[config.mk]
export PLATFORM = sky130hd
export DESIGN_NAME = axi_lite_master
export DESIGN_NICKNAME = d
export VERILOG_FILES = /design/src/rtl/axi_lite_pkg.sv /design/src/rtl/axi_lite_master.sv
export SDC_FILE = /design/constraint.sdc
export NUM_CORES = 1
export LEC_CHECK = 0
export CAP_MARGIN = 20
export CORE_AREA = 2 2 119 150
export DETAILED_ROUTE_END_ITERATION = 10
export DIE_AREA = 0 0 121 152
export GPL_TIMING_DRIVEN = 0
export PLACE_DENSITY = 0.76
export SLEW_MARGIN = 20
export SYNTH_ARGS = -nofsm -noshare
export SYNTH_HDL_FRONTEND = slang
export SYNTH_SLANG_ARGS = --single-unit
[constraint.sdc]
create_clock -name ACLK -period 2 [get_ports ACLK]
set_clock_uncertainty 0.05 [all_clocks]
set_input_delay 0.6 -clock ACLK [delete_from_list [all_inputs] [get_ports ACLK]]
set_output_delay 0.6 -clock ACLK [all_outputs]
set_load 0.01 [all_outputs]
[src/rtl/axi_lite_pkg.sv]
// Shared AXI4-Lite definitions for the master and the register-map slave.
//  - axi_resp_e  : xRESP codes (OKAY, EXOKAY, SLVERR, DECERR)
//  - mst_state_e : master transaction FSM states
//  - sat_inc     : saturating increment used by the latency counter
package axi_lite_pkg;

  typedef enum logic [1:0] {
    RespOkay   = 2'b00,
    RespExokay = 2'b01,
    RespSlverr = 2'b10,
    RespDecerr = 2'b11
  } axi_resp_e;

  typedef enum logic [2:0] {
    StIdle,
    StWrAwW,
    StWrB,
    StRdAr,
    StRdR,
    StResp
  } mst_state_e;

  localparam int unsigned CyclesW = 16;
  localparam logic [CyclesW-1:0] CyclesMax = '1;

  function automatic logic [CyclesW-1:0] sat_inc(input logic [CyclesW-1:0] v);
    return (v == CyclesMax) ? v : v + 1'b1;
  endfunction

endpackage

[src/rtl/axi_lite_master.sv]
// Single-outstanding AXI4-Lite initiator.
// A local command (cmd_*) is turned into one complete single-beat AXI4-Lite read or write.
// When the transfer finishes, rsp_valid pulses for one cycle with the slave's response,
// the read data (0 for writes) and the accept-to-response latency (saturating at 16'hFFFF).
// Ports:
//  ACLK, ARESETn                : clock, asynchronous active-low reset
//  cmd_valid/ready/write/addr/wdata/wstrb : command handshake and payload
//  rsp_valid/resp/rdata/cycles  : completion pulse and results (no backpressure)
//  AW*, W*, B*, AR*, R*         : AXI4-Lite master channels, all outputs registered
module axi_lite_master
  import axi_lite_pkg::*;
#(
  parameter int unsigned ADDR_W = 32,
  parameter int unsigned DATA_W = 32
) (
  input  logic                ACLK,
  input  logic                ARESETn,
  // local command
  input  logic                cmd_valid,
  output logic                cmd_ready,
  input  logic                cmd_write,
  input  logic [ADDR_W-1:0]   cmd_addr,
  input  logic [DATA_W-1:0]   cmd_wdata,
  input  logic [DATA_W/8-1:0] cmd_wstrb,
  // local response
  output logic                rsp_valid,
  output logic [1:0]          rsp_resp,
  output logic [DATA_W-1:0]   rsp_rdata,
  output logic [15:0]         rsp_cycles,
  // write address
  output logic                AWVALID,
  input  logic                AWREADY,
  output logic [ADDR_W-1:0]   AWADDR,
  output logic [2:0]          AWPROT,
  // write data
  output logic                WVALID,
  input  logic                WREADY,
  output logic [DATA_W-1:0]   WDATA,
  output logic [DATA_W/8-1:0] WSTRB,
  // write response
  input  logic                BVALID,
  output logic                BREADY,
  input  logic [1:0]          BRESP,
  // read address
  output logic                ARVALID,
  input  logic                ARREADY,
  output logic [ADDR_W-1:0]   ARADDR,
  output logic [2:0]          ARPROT,
  // read data
  input  logic                RVALID,
  output logic                RREADY,
  input  logic [DATA_W-1:0]   RDATA,
  input  logic [1:0]          RRESP
);

  localparam int unsigned StrbW = DATA_W / 8;

  mst_state_e          state_q, state_d;
  logic                cmd_ready_q, cmd_ready_d;
  logic                awvalid_q, awvalid_d;
  logic                wvalid_q, wvalid_d;
  logic                bready_q, bready_d;
  logic                arvalid_q, arvalid_d;
  logic                rready_q, rready_d;
  logic [ADDR_W-1:0]   awaddr_q, awaddr_d;
  logic [ADDR_W-1:0]   araddr_q, araddr_d;
  logic [DATA_W-1:0]   wdata_q, wdata_d;
  logic [StrbW-1:0]    wstrb_q, wstrb_d;
  logic                rsp_valid_q, rsp_valid_d;
  logic [1:0]          rsp_resp_q, rsp_resp_d;
  logic [DATA_W-1:0]   rsp_rdata_q, rsp_rdata_d;
  logic [CyclesW-1:0]  rsp_cycles_q, rsp_cycles_d;
  logic [CyclesW-1:0]  cnt_q, cnt_d;

  always_comb begin
    state_d      = state_q;
    cmd_ready_d  = cmd_ready_q;
    awvalid_d    = awvalid_q;
    wvalid_d     = wvalid_q;
    bready_d     = bready_q;
    arvalid_d    = arvalid_q;
    rready_d     = rready_q;
    awaddr_d     = awaddr_q;
    araddr_d     = araddr_q;
    wdata_d      = wdata_q;
    wstrb_d      = wstrb_q;
    rsp_valid_d  = 1'b0;
    rsp_resp_d   = rsp_resp_q;
    rsp_rdata_d  = rsp_rdata_q;
    rsp_cycles_d = rsp_cycles_q;
    // Counts every edge while a transfer is in flight, including the edge entering StResp.
    cnt_d        = sat_inc(cnt_q);

    unique case (state_q)
      StIdle: begin
        cnt_d       = cnt_q;
        // cmd_ready comes up one cycle after reset release, then stays up while idle.
        cmd_ready_d = 1'b1;
        if (cmd_valid && cmd_ready_q) begin
          cmd_ready_d = 1'b0;
          cnt_d       = '0;
          if (cmd_write) begin
            awaddr_d  = cmd_addr;
            wdata_d   = cmd_wdata;
            wstrb_d   = cmd_wstrb;
            awvalid_d = 1'b1;
            wvalid_d  = 1'b1;
            state_d   = StWrAwW;
          end else begin
            araddr_d  = cmd_addr;
            arvalid_d = 1'b1;
            state_d   = StRdAr;
          end
        end
      end
      StWrAwW: begin
        // AW and W complete independently; each VALID drops after its own handshake.
        if (awvalid_q && AWREADY) awvalid_d = 1'b0;
        if (wvalid_q && WREADY)   wvalid_d  = 1'b0;
        if (!awvalid_d && !wvalid_d) begin
          bready_d = 1'b1;
          state_d  = StWrB;
        end
      end
      StWrB: begin
        if (BVALID && bready_q) begin
          bready_d     = 1'b0;
          rsp_resp_d   = BRESP;
          rsp_rdata_d  = '0;
          rsp_cycles_d = cnt_d;
          rsp_valid_d  = 1'b1;
          state_d      = StResp;
        end
      end
      StRdAr: begin
        if (ARREADY) begin
          arvalid_d = 1'b0;
          rready_d  = 1'b1;
          state_d   = StRdR;
        end
      end
      StRdR: begin
        if (RVALID && rready_q) begin
          rready_d     = 1'b0;
          rsp_resp_d   = RRESP;
          rsp_rdata_d  = RDATA;
          rsp_cycles_d = cnt_d;
          rsp_valid_d  = 1'b1;
          state_d      = StResp;
        end
      end
      StResp: begin
        cnt_d       = cnt_q;
        cmd_ready_d = 1'b1;
        state_d     = StIdle;
      end
      default: begin
        state_d = StIdle;
      end
    endcase
  end

  always_ff @(posedge ACLK or negedge ARESETn) begin
    if (!ARESETn) begin
      state_q      <= StIdle;
      cmd_ready_q  <= 1'b0;
      awvalid_q    <= 1'b0;
      wvalid_q     <= 1'b0;
      bready_q     <= 1'b0;
      arvalid_q    <= 1'b0;
      rready_q     <= 1'b0;
      awaddr_q     <= '0;
      araddr_q     <= '0;
      wdata_q      <= '0;
      wstrb_q      <= '0;
      rsp_valid_q  <= 1'b0;
      rsp_resp_q   <= RespOkay;
      rsp_rdata_q  <= '0;
      rsp_cycles_q <= '0;
      cnt_q        <= '0;
    end else begin
      state_q      <= state_d;
      cmd_ready_q  <= cmd_ready_d;
      awvalid_q    <= awvalid_d;
      wvalid_q     <= wvalid_d;
      bready_q     <= bready_d;
      arvalid_q    <= arvalid_d;
      rready_q     <= rready_d;
      awaddr_q     <= awaddr_d;
      araddr_q     <= araddr_d;
      wdata_q      <= wdata_d;
      wstrb_q      <= wstrb_d;
      rsp_valid_q  <= rsp_valid_d;
      rsp_resp_q   <= rsp_resp_d;
      rsp_rdata_q  <= rsp_rdata_d;
      rsp_cycles_q <= rsp_cycles_d;
      cnt_q        <= cnt_d;
    end
  end

  assign cmd_ready  = cmd_ready_q;
  assign rsp_valid  = rsp_valid_q;
  assign rsp_resp   = rsp_resp_q;
  assign rsp_rdata  = rsp_rdata_q;
  assign rsp_cycles = rsp_cycles_q;
  assign AWVALID    = awvalid_q;
  assign AWADDR     = awaddr_q;
  assign AWPROT     = 3'b000;
  assign WVALID     = wvalid_q;
  assign WDATA      = wdata_q;
  assign WSTRB      = wstrb_q;
  assign BREADY     = bready_q;
  assign ARVALID    = arvalid_q;
  assign ARADDR     = araddr_q;
  assign ARPROT     = 3'b000;
  assign RREADY     = rready_q;

endmodule

Yosys cells after proc, flatten, opt, wreduce, memory -nomap -nowiden --
Index checks and enable logic that the tools add are counted. W data, S select, Z words.
Word-level totals: flip-flop bits (word level) 176, input port bits 113, output and inout bits 163, word-level logic and storage cells 98
Operators by class: add/subtract/negate cells 1, eq/ne operators 13, mux-type cells 42, bitwise operators 2, reduce and logical (&&, ||, !) cells 24
Operator list (number):
- $mux W16 | 4
- $mux W32 | 2
- $pmux W16 S2 | 2
- $pmux W32 S2 | 1
- $reduce_and A3 Y1 | 6
- $add A16 B1 Y16 const B | 1
- $eq A16 B16 Y1 const B | 1
- $mux W1 | 16
- $mux W3 | 5
- $pmux W3 S5 | 1
- $ne A2 B2 Y1 const B | 7
- $pmux W1 S2 | 7
- $reduce_bool A2 Y1 | 6
- $eq A3 B2 Y1 const B | 2
- $eq A3 B3 Y1 const B | 2
- $logic_and A1 B1 Y1 | 6
- $mux W2 | 3
- $reduce_and A5 Y1 | 1
- $pmux W2 S2 | 1
- $reduce_and A4 Y1 | 1
- $eq A3 B1 Y1 const B | 1
- $logic_not A3 Y1 | 1
- $logic_not A1 Y1 | 2
- $not A1 Y1 | 2
- $reduce_and A2 Y1 | 1

Depth between registers and ports, before layout --
Gate-level depths: netlist of run 1.
depth in word-level cells 7, gate-level depth with buffers 7, gate-level depth less buffers 5

Worst setup path after synthesis of run 1 --
OpenSTA, ideal clock, no wires.
kind register to register, from register cnt_q[1], to register cnt_q[10], setup time 69 ps, arrival time 1727 ps, data required time 1881 ps, path slack 154 ps, stages on the path, launching flop included 7, buffers on the path 1, clock period less this slack 1846 ps, cells stage by stage dfrtp_1 > ha_1 > clkbuf_1 > and3_1 > nand3_1 > or4_1 > nand3_1
Between the ends: longest elaborated chain between the ends 3, elaborated cells between the ends (all ways) 4, classes of those cells add/sub: 1; eq/ne: 1; mux: 2
Ends and longest elaborated chain:
- from (decl) | RTL line axi_lite_master.sv:73 | logic [CyclesW-1:0] cnt_q, cnt_d;
- from (signal assigned) | RTL line axi_lite_master.sv:197 | cnt_q <= cnt_d;
- $add A16 B1 Y16 or $eq A16 B16 Y1 (tied branches) | RTL line axi_lite_pkg.sv:27 | return (v == CyclesMax) ? v : v + 1'b1;
- $mux W16 (*) | RTL line axi_lite_pkg.sv:27
- $pmux W16 S2 (*) | RTL line axi_lite_master.sv:94 | unique case (state_q)
Every way passes the cells marked *; elsewhere a longest branch is shown, timed or not. A chain may end at the register's enable or synchronous reset.

Final worst setup path of run 1 --
from register wdata_q[7], in the netlist WDATA[7], to output WDATA[7]
RTL lines:
- from (decl) | RTL line axi_lite_master.sv:67 | logic [DATA_W-1:0] wdata_q, wdata_d;
- from (signal assigned) | RTL line axi_lite_master.sv:191 | wdata_q <= wdata_d;
- to (decl) | RTL line axi_lite_master.sv:38 | output logic [DATA_W-1:0] WDATA,
No word-level cell between the ends.

==> results.md, run 1 <==
- DPL Wire Length: between 15000 and 20000 um
- CTS tree: done
- Relative slew slack: 63.9%
- Total negative slack: 0 ps
- Avg Inst Size Synth: around 13 um^2
- Minimum clock period: just under 2000 ps
- Tot GR Track Use: between 20 and 25%
- Outcome: finished, final reports clean
- Routed Antenna Nets: 0
- Slack of the worst reg-to-reg path: between 100 and 150 ps
- Initial Utilization: between 40 and 50%
- Leak: around 6 nW
- Hold slack: ~440 ps
- Hold Path Stages: 2
- Total die area: 0.0184 mm^2
- Worst Setup Start Kind: register
- CTS Buf Count: 17
- Most common cell after layout, fill and taps aside: dfrtp_1
- Post-synthesis sequential area ratio: about three fifths
- Flops & latches, synth: between 150 and 200
- PwrDens: roughly 1400 mW/mm^2
- Buffer levels on the longest clock path: 2
- Drt drc: 0
- RR Endpoint: rsp_cycles[5]
- Met3 Track Usage GR: under 10%
- Synth area leader: dfrtp_1
- Ant diodes: 0
- Fraction of layout cells with a size suffix above 1: about 22%
- Die Y: approximately 150 um
- Final period util: between 90% and 100%
- Pin count of the biggest net entering global routing: 97
- Post-Route WL: roughly 21000 um
- Congestion Overflow GR: 0
- NumNets Final: roughly 1000
- M1 GR Usage: 25.1%
- Via count: 5840
- Fmax: about 510 MHz
- Synth top area share: 59.8%
- Tightest Pin Transition: between 500 and 600 ps
- I/O pin cnt: ~280
- Crit. End Element: output port
- Synth area leaders: dfrtp_1 60%, mux2_2 15%, a22o_1 3.9%
- Hold Crit Class: register to register
- Max stage delay on crit path: around 550 ps
- Netlist cell types: between 50 and 60
- CP cell instances: clkdlybuf4s50_1
- Min-delay src: rsp_resp[0]
- CORE AREA: between 0.015 and 0.02 mm^2
- Port Buffers: between 200 and 300
- # rows: 54
- Setup-failing EPs final: 0
- WP data arrival: about 1300 ps
- M2 GR Usage: between 40% and 50%
- Clk root buf: clkbuf_16
- Maximum VDD drop: about 0.64 mV
- Kind of critical path: register to output port
- Crit-path leading delay family: buffers and inverters
- Slowest CP cell: clkdlybuf4s50_1
- Post-Syn Area: between 0.007 and 0.008 mm^2
- Initial antenna violation count: 0
- Vias per cell: 5.33
- Ys async rst share: 100%
- Wirelength per Cell: around 19 um
- Critical Path Stages: 1
- Final Hold Fails: 0
- Area Growth Syn to Fin: 53.1%
- Worst Path Required: ~1400 ps
- DIE WIDTH: around 120 um
- First-pass GRT wire length: approximately 32000 um
- Initial DRC Count: between 300 and 400
- Pre-Repair DR Iteration Count: 7
- Number of flops mapped to enable cells by yosys: 0
- Pins Over Slew Limit: 0
- Most frequent cells in the layout: 175 x dfrtp_1, 143 x clkdlybuf4s50_1, 99 x mux2_2
- Max FO, Critical Path: 2
- YS warnings: 0
- Reg-to-Reg Start: cnt_q[12]
- Max-cap viol count: 0
- CP Capture Point: WDATA[7]
- Layer with the highest usage: met2
- Number of buffers and inverters on the critical path: 1
- Finished Cell Area: around 0.011 mm^2
- Clk_lat worst skew: ~420 ps
- Crit path launch: WDATA[7]
- R2r worst-path depth: 6
- Placer Congestion: 0.844
- CTS clk-pin slew, worst paths: roughly 70 ps
- Vias in the first global route: just over 6000
- Main synth FF type: dfrtp_1
- DP Area: 0.0104 mm^2
- Cell count after synthesis: between 500 and 600
- H-tree lvl count: 4
- Clock Sinks: ~180
-- registers in the layout, summed over array words and instances, names as in the netlist, 2 cells and up --
register    cells
state_q         3
WSTRB           4
ARADDR         32
rsp_rdata      32
rsp_cycles     16
WDATA          32
cnt_q          16
AWADDR         32
rsp_resp        2
-- repair_timing --
action,4_1_cts,5_1_grt
endpoints found under the hold margin,17,0
buffers inserted,3,2
endpoints found under the setup margin,119,120
pin swaps,2,2
hold buffers,1,0
resized for setup,57,95
-- power breakdown --
part           internal, mW  total, mW  switching, mW
sequential             5.10       5.97          0.873
clock                  1.98       3.40           1.42
combinational          3.79       6.86           3.06
total                  10.9       16.2           5.36
-- logic make-up after synthesis --
| family | synth area share [%] |
|---|---|
| flip-flops | 59.8 |
| AO/OA/AOI/OAI | 11.0 |
| AND/OR/NAND/NOR | 8.58 |
| multiplexers | 16.0 |
| buffers and inverters | 3.69 |
| XOR/XNOR | 0.714 |
| adder cells (fa/ha/maj) | 0.170 |
| other | 0.0509 |
-- per-layer routing --
metal / up-vias / part of all wire, %
li1: 2631 / -
met1: 2888 / 36
met2: 278 / 53
met3: 43 / 7.6
met4: 0 / 2.8
met5: - / 0
-- area by class of cell --
type / count / area, um^2
Fill cell: 1269 / 5820
Sequential cell: 176 / 4410
Timing Repair Buffer: 277 / 2940
Multi-Input combinational cell: 340 / 2750
Clock buffer: 17 / 425
Tap cell: 224 / 280
Buffer: 39 / 265
Clock inverter: 14 / 176
Inverter: 9 / 33.8
-- per-stage QoR --
step / util (%) / setup WS [ps] / total power [mW] / instances
floorplan: - / 154 / 9.17 / 564
global placement: 60.6 / -6600 / 13.0 / 1057
detailed placement: 60.9 / -672 / 13.3 / 1059
CTS: 64.5 / 0.803 / 16.5 / 1094
global route: 66.0 / -24.1 / 17.1 / 1096
finish: 66.0 / 23.2 / 16.2 / 1096
-- cells in the mapped netlist, types with 3 or more instances --
| cell | n |
|---|---|
| a21o_1 | 4 |
| a21oi_1 | 20 |
| a22o_1 | 33 |
| a31oi_1 | 12 |
| and2_1 | 5 |
| and3_1 | 7 |
| and4_1 | 4 |
| buf_2 | 13 |
| buf_4 | 10 |
| buf_6 | 5 |
| clkbuf_1 | 11 |
| dfrtp_1 | 176 |
| inv_1 | 8 |
| mux2_2 | 99 |
| mux2i_1 | 4 |
| nand2_1 | 27 |
| nand3_1 | 12 |
| nand4_1 | 3 |
| nand4_2 | 3 |
| nor2_1 | 21 |
| nor2b_1 | 3 |
| o211ai_1 | 4 |
| o21ai_0 | 22 |
| o31ai_1 | 3 |
| or4_1 | 4 |
| xnor2_1 | 6 |
-- worst min-delay path by stage --
stage / to / slack, ps
after CTS: ARADDR[27] / 450
after floorplan: ARADDR[0] / 250
after global placement: rsp_resp[1] / 410
after detailed placement: WDATA[13] / 380
after global routing: rsp_rdata[13] / 460
final: rsp_resp[0] / 440
No activity file was read; power rests on OpenSTA's default activity.
==> inputs of run 2 (changes only) <==
--- a/config.mk
+++ b/config.mk
@@ -6,10 +6,11 @@
 export NUM_CORES = 1
 export LEC_CHECK = 0
 export CAP_MARGIN = 20
-export CORE_AREA = 2 2 119 150
+export CORE_AREA = 2 2 158 114
 export DETAILED_ROUTE_END_ITERATION = 10
-export DIE_AREA = 0 0 121 152
+export DIE_AREA = 0 0 160 116
 export GPL_TIMING_DRIVEN = 0
+export HOLD_SLACK_MARGIN = 0.03
 export PLACE_DENSITY = 0.76
 export SLEW_MARGIN = 20
 export SYNTH_ARGS = -nofsm -noshare
==> results.md, run 2 (synthesis gave the netlist of run 1 again) <==
- Buffer levels on the longest clock path: 2
- Fmax: around 500 MHz
- Clk_lat worst skew: 430 ps
- PwrDens: 1430 mW/mm^2
- DIE WIDTH: around 160 um
- NumNets Final: slightly below 1000
- R2r worst-path depth: 5
- Total die area: ~0.019 mm^2
- First-pass GRT wire length: between 30000 and 40000 um
- M1 GR Usage: just over 30%
- Hold slack: 67.6 ps
- Minimum clock period: ~2000 ps
- Layer with the highest usage: met2
- Max-cap viol count: 0
- Max FO, Critical Path: 2
- Max stage delay on crit path: around 540 ps
- Area Growth Syn to Fin: 50.9%
- Final period util: 98.6%
- Met3 Track Usage GR: under 10%
- Vias per cell: between 5 and 6
- Most common cell after layout, fill and taps aside: dfrtp_1
- Worst Setup Start Kind: register
- Die Y: around 120 um
- Pins Over Slew Limit: 0
- Tot GR Track Use: 23.0%
- Fraction of layout cells with a size suffix above 1: around 22%
- Clk root buf: clkbuf_16
- H-tree lvl count: 4
- Relative slew slack: around 63%
- Worst Path Required: around 1400 ps
- Vias in the first global route: 5992
- Routed Antenna Nets: 0
- Slowest CP cell: clkdlybuf4s50_1
- CTS tree: done
- Hold Crit Class: input port to async pin
- Wirelength per Cell: 19.2 um
- Tightest Pin Transition: 557 ps
- CORE AREA: roughly 0.017 mm^2
- Final Hold Fails: 0
- Initial DRC Count: 413
- # rows: 40
- CTS Buf Count: 17
- Hold Buf Count CTS: 0
- Initial Utilization: between 40% and 50%
- Pwr Total: roughly 16 mW
- Crit-path leading delay family: buffers and inverters
- Post-route core utilization: 65.7%
- Setup-failing EPs final: 0
- Congestion Overflow GR: 0
- DPL Wire Length: roughly 16000 um
- Pre-Repair DR Iteration Count: 5
- CTS clk-pin slew, worst paths: 70 ps
- M2 GR Usage: a little over a third
- WP data arrival: 1320 ps
- Most frequent cells in the layout: 175 x dfrtp_1, 128 x clkdlybuf4s50_1, 99 x mux2_2
- Via count: 5807
- Post-Route WL: between 20000 and 25000 um
- Maximum VDD drop: around 0.6 mV
- I/O pin cnt: about 280
- Drt drc: 0
- Clock Sinks: 176
- Placer Congestion: 0.869
- Crit. End Element: output port
- Number of buffers and inverters on the critical path: 1
- Initial antenna violation count: 1
- Pin count of the biggest net entering global routing: 103
- Critical Path Stages: 1
- CP cell instances: clkdlybuf4s50_1
- Port Buffers: ~270
- Outcome: finished, final reports clean
- Leak: around 5.7 nW
- # fillers: around 1300
- Kind of critical path: register to output port
==> run 2: changes by cell type in the layout (fill, tap and decap cells not counted), sizes merged <==
cell,change
buf,+3
dlygate4sd2,+39
clkdlybuf4s50,-15
bufinv,-2
dlygate4sd3,-1
clkinvlp,+2
dlymetal6s2s,-24
clkbuf,+1
diode,+1
==> run 2: metal layers <==
layer / share of wire, % / wire, um / up-vias
li1: - / - / 2644
met4: 2.0 / 431 / 0
met3: 7.3 / 1550 / 38
met1: 43 / 9240 / 2876
met5: 0 / 0 / -
met2: 47 / 10100 / 249
==> run 2: timing repair <==
| item | CTS | global route |
|---|---|---|
| buffers inserted | 4 | 5 |
| setup endpoints to repair | 193 | 154 |
| gates resized for setup | 92 | 70 |
| pin swaps | 3 | 2 |
==> run 2: cell type report <==
type                    count  area (um^2)  area share [%]
diodes                      1         2.50          0.0225
plain buffers              39          258            2.32
clock buffers              18          429            3.86
clock inverters            14          131            1.18
inverters                   9         33.8           0.304
multi-input cells         340         2740            24.6
flip-flops and latches    176         4410            39.6
well taps                 231          289            2.60
repair buffers            279         2830            25.4
==> run 2: worst paths after layout <==
kind                               start             to  slack (ps)
min in group ACLK          rsp_cycles[5]  rsp_cycles[5]         420
hold / removal                   ARESETn  rsp_rdata[10]          70
setup / recovery                WDATA[9]       WDATA[9]          30
hold reg to reg            rsp_cycles[5]  rsp_cycles[5]         420
setup reg to reg                cnt_q[7]  rsp_cycles[6]          70
max in group asynchronous        ARESETn       cnt_q[1]         890
==> run 2: per-stage QoR <==
stage                     setup slack, ps  TNS [ps]  instances  area (um^2)
after global placement              -6570  -1224200       1064        10400
final                                27.1         0       1107        11100
after global routing                -17.5     -17.5       1106        11100
after floorplan                       154         0        564         7380
after CTS                          0.0245         0       1101        10900
after detailed placement             -679    -76050       1065        10400
==> run 2: power by group <==
part | switching (mW) | internal (mW) | total [mW] | leakage [nW]
Combinational | 3.06 | 3.61 | 6.67 | 3.20
Clock | 1.46 | 1.73 | 3.19 | 0.264
Sequential | 0.891 | 5.10 | 5.99 | 2.22
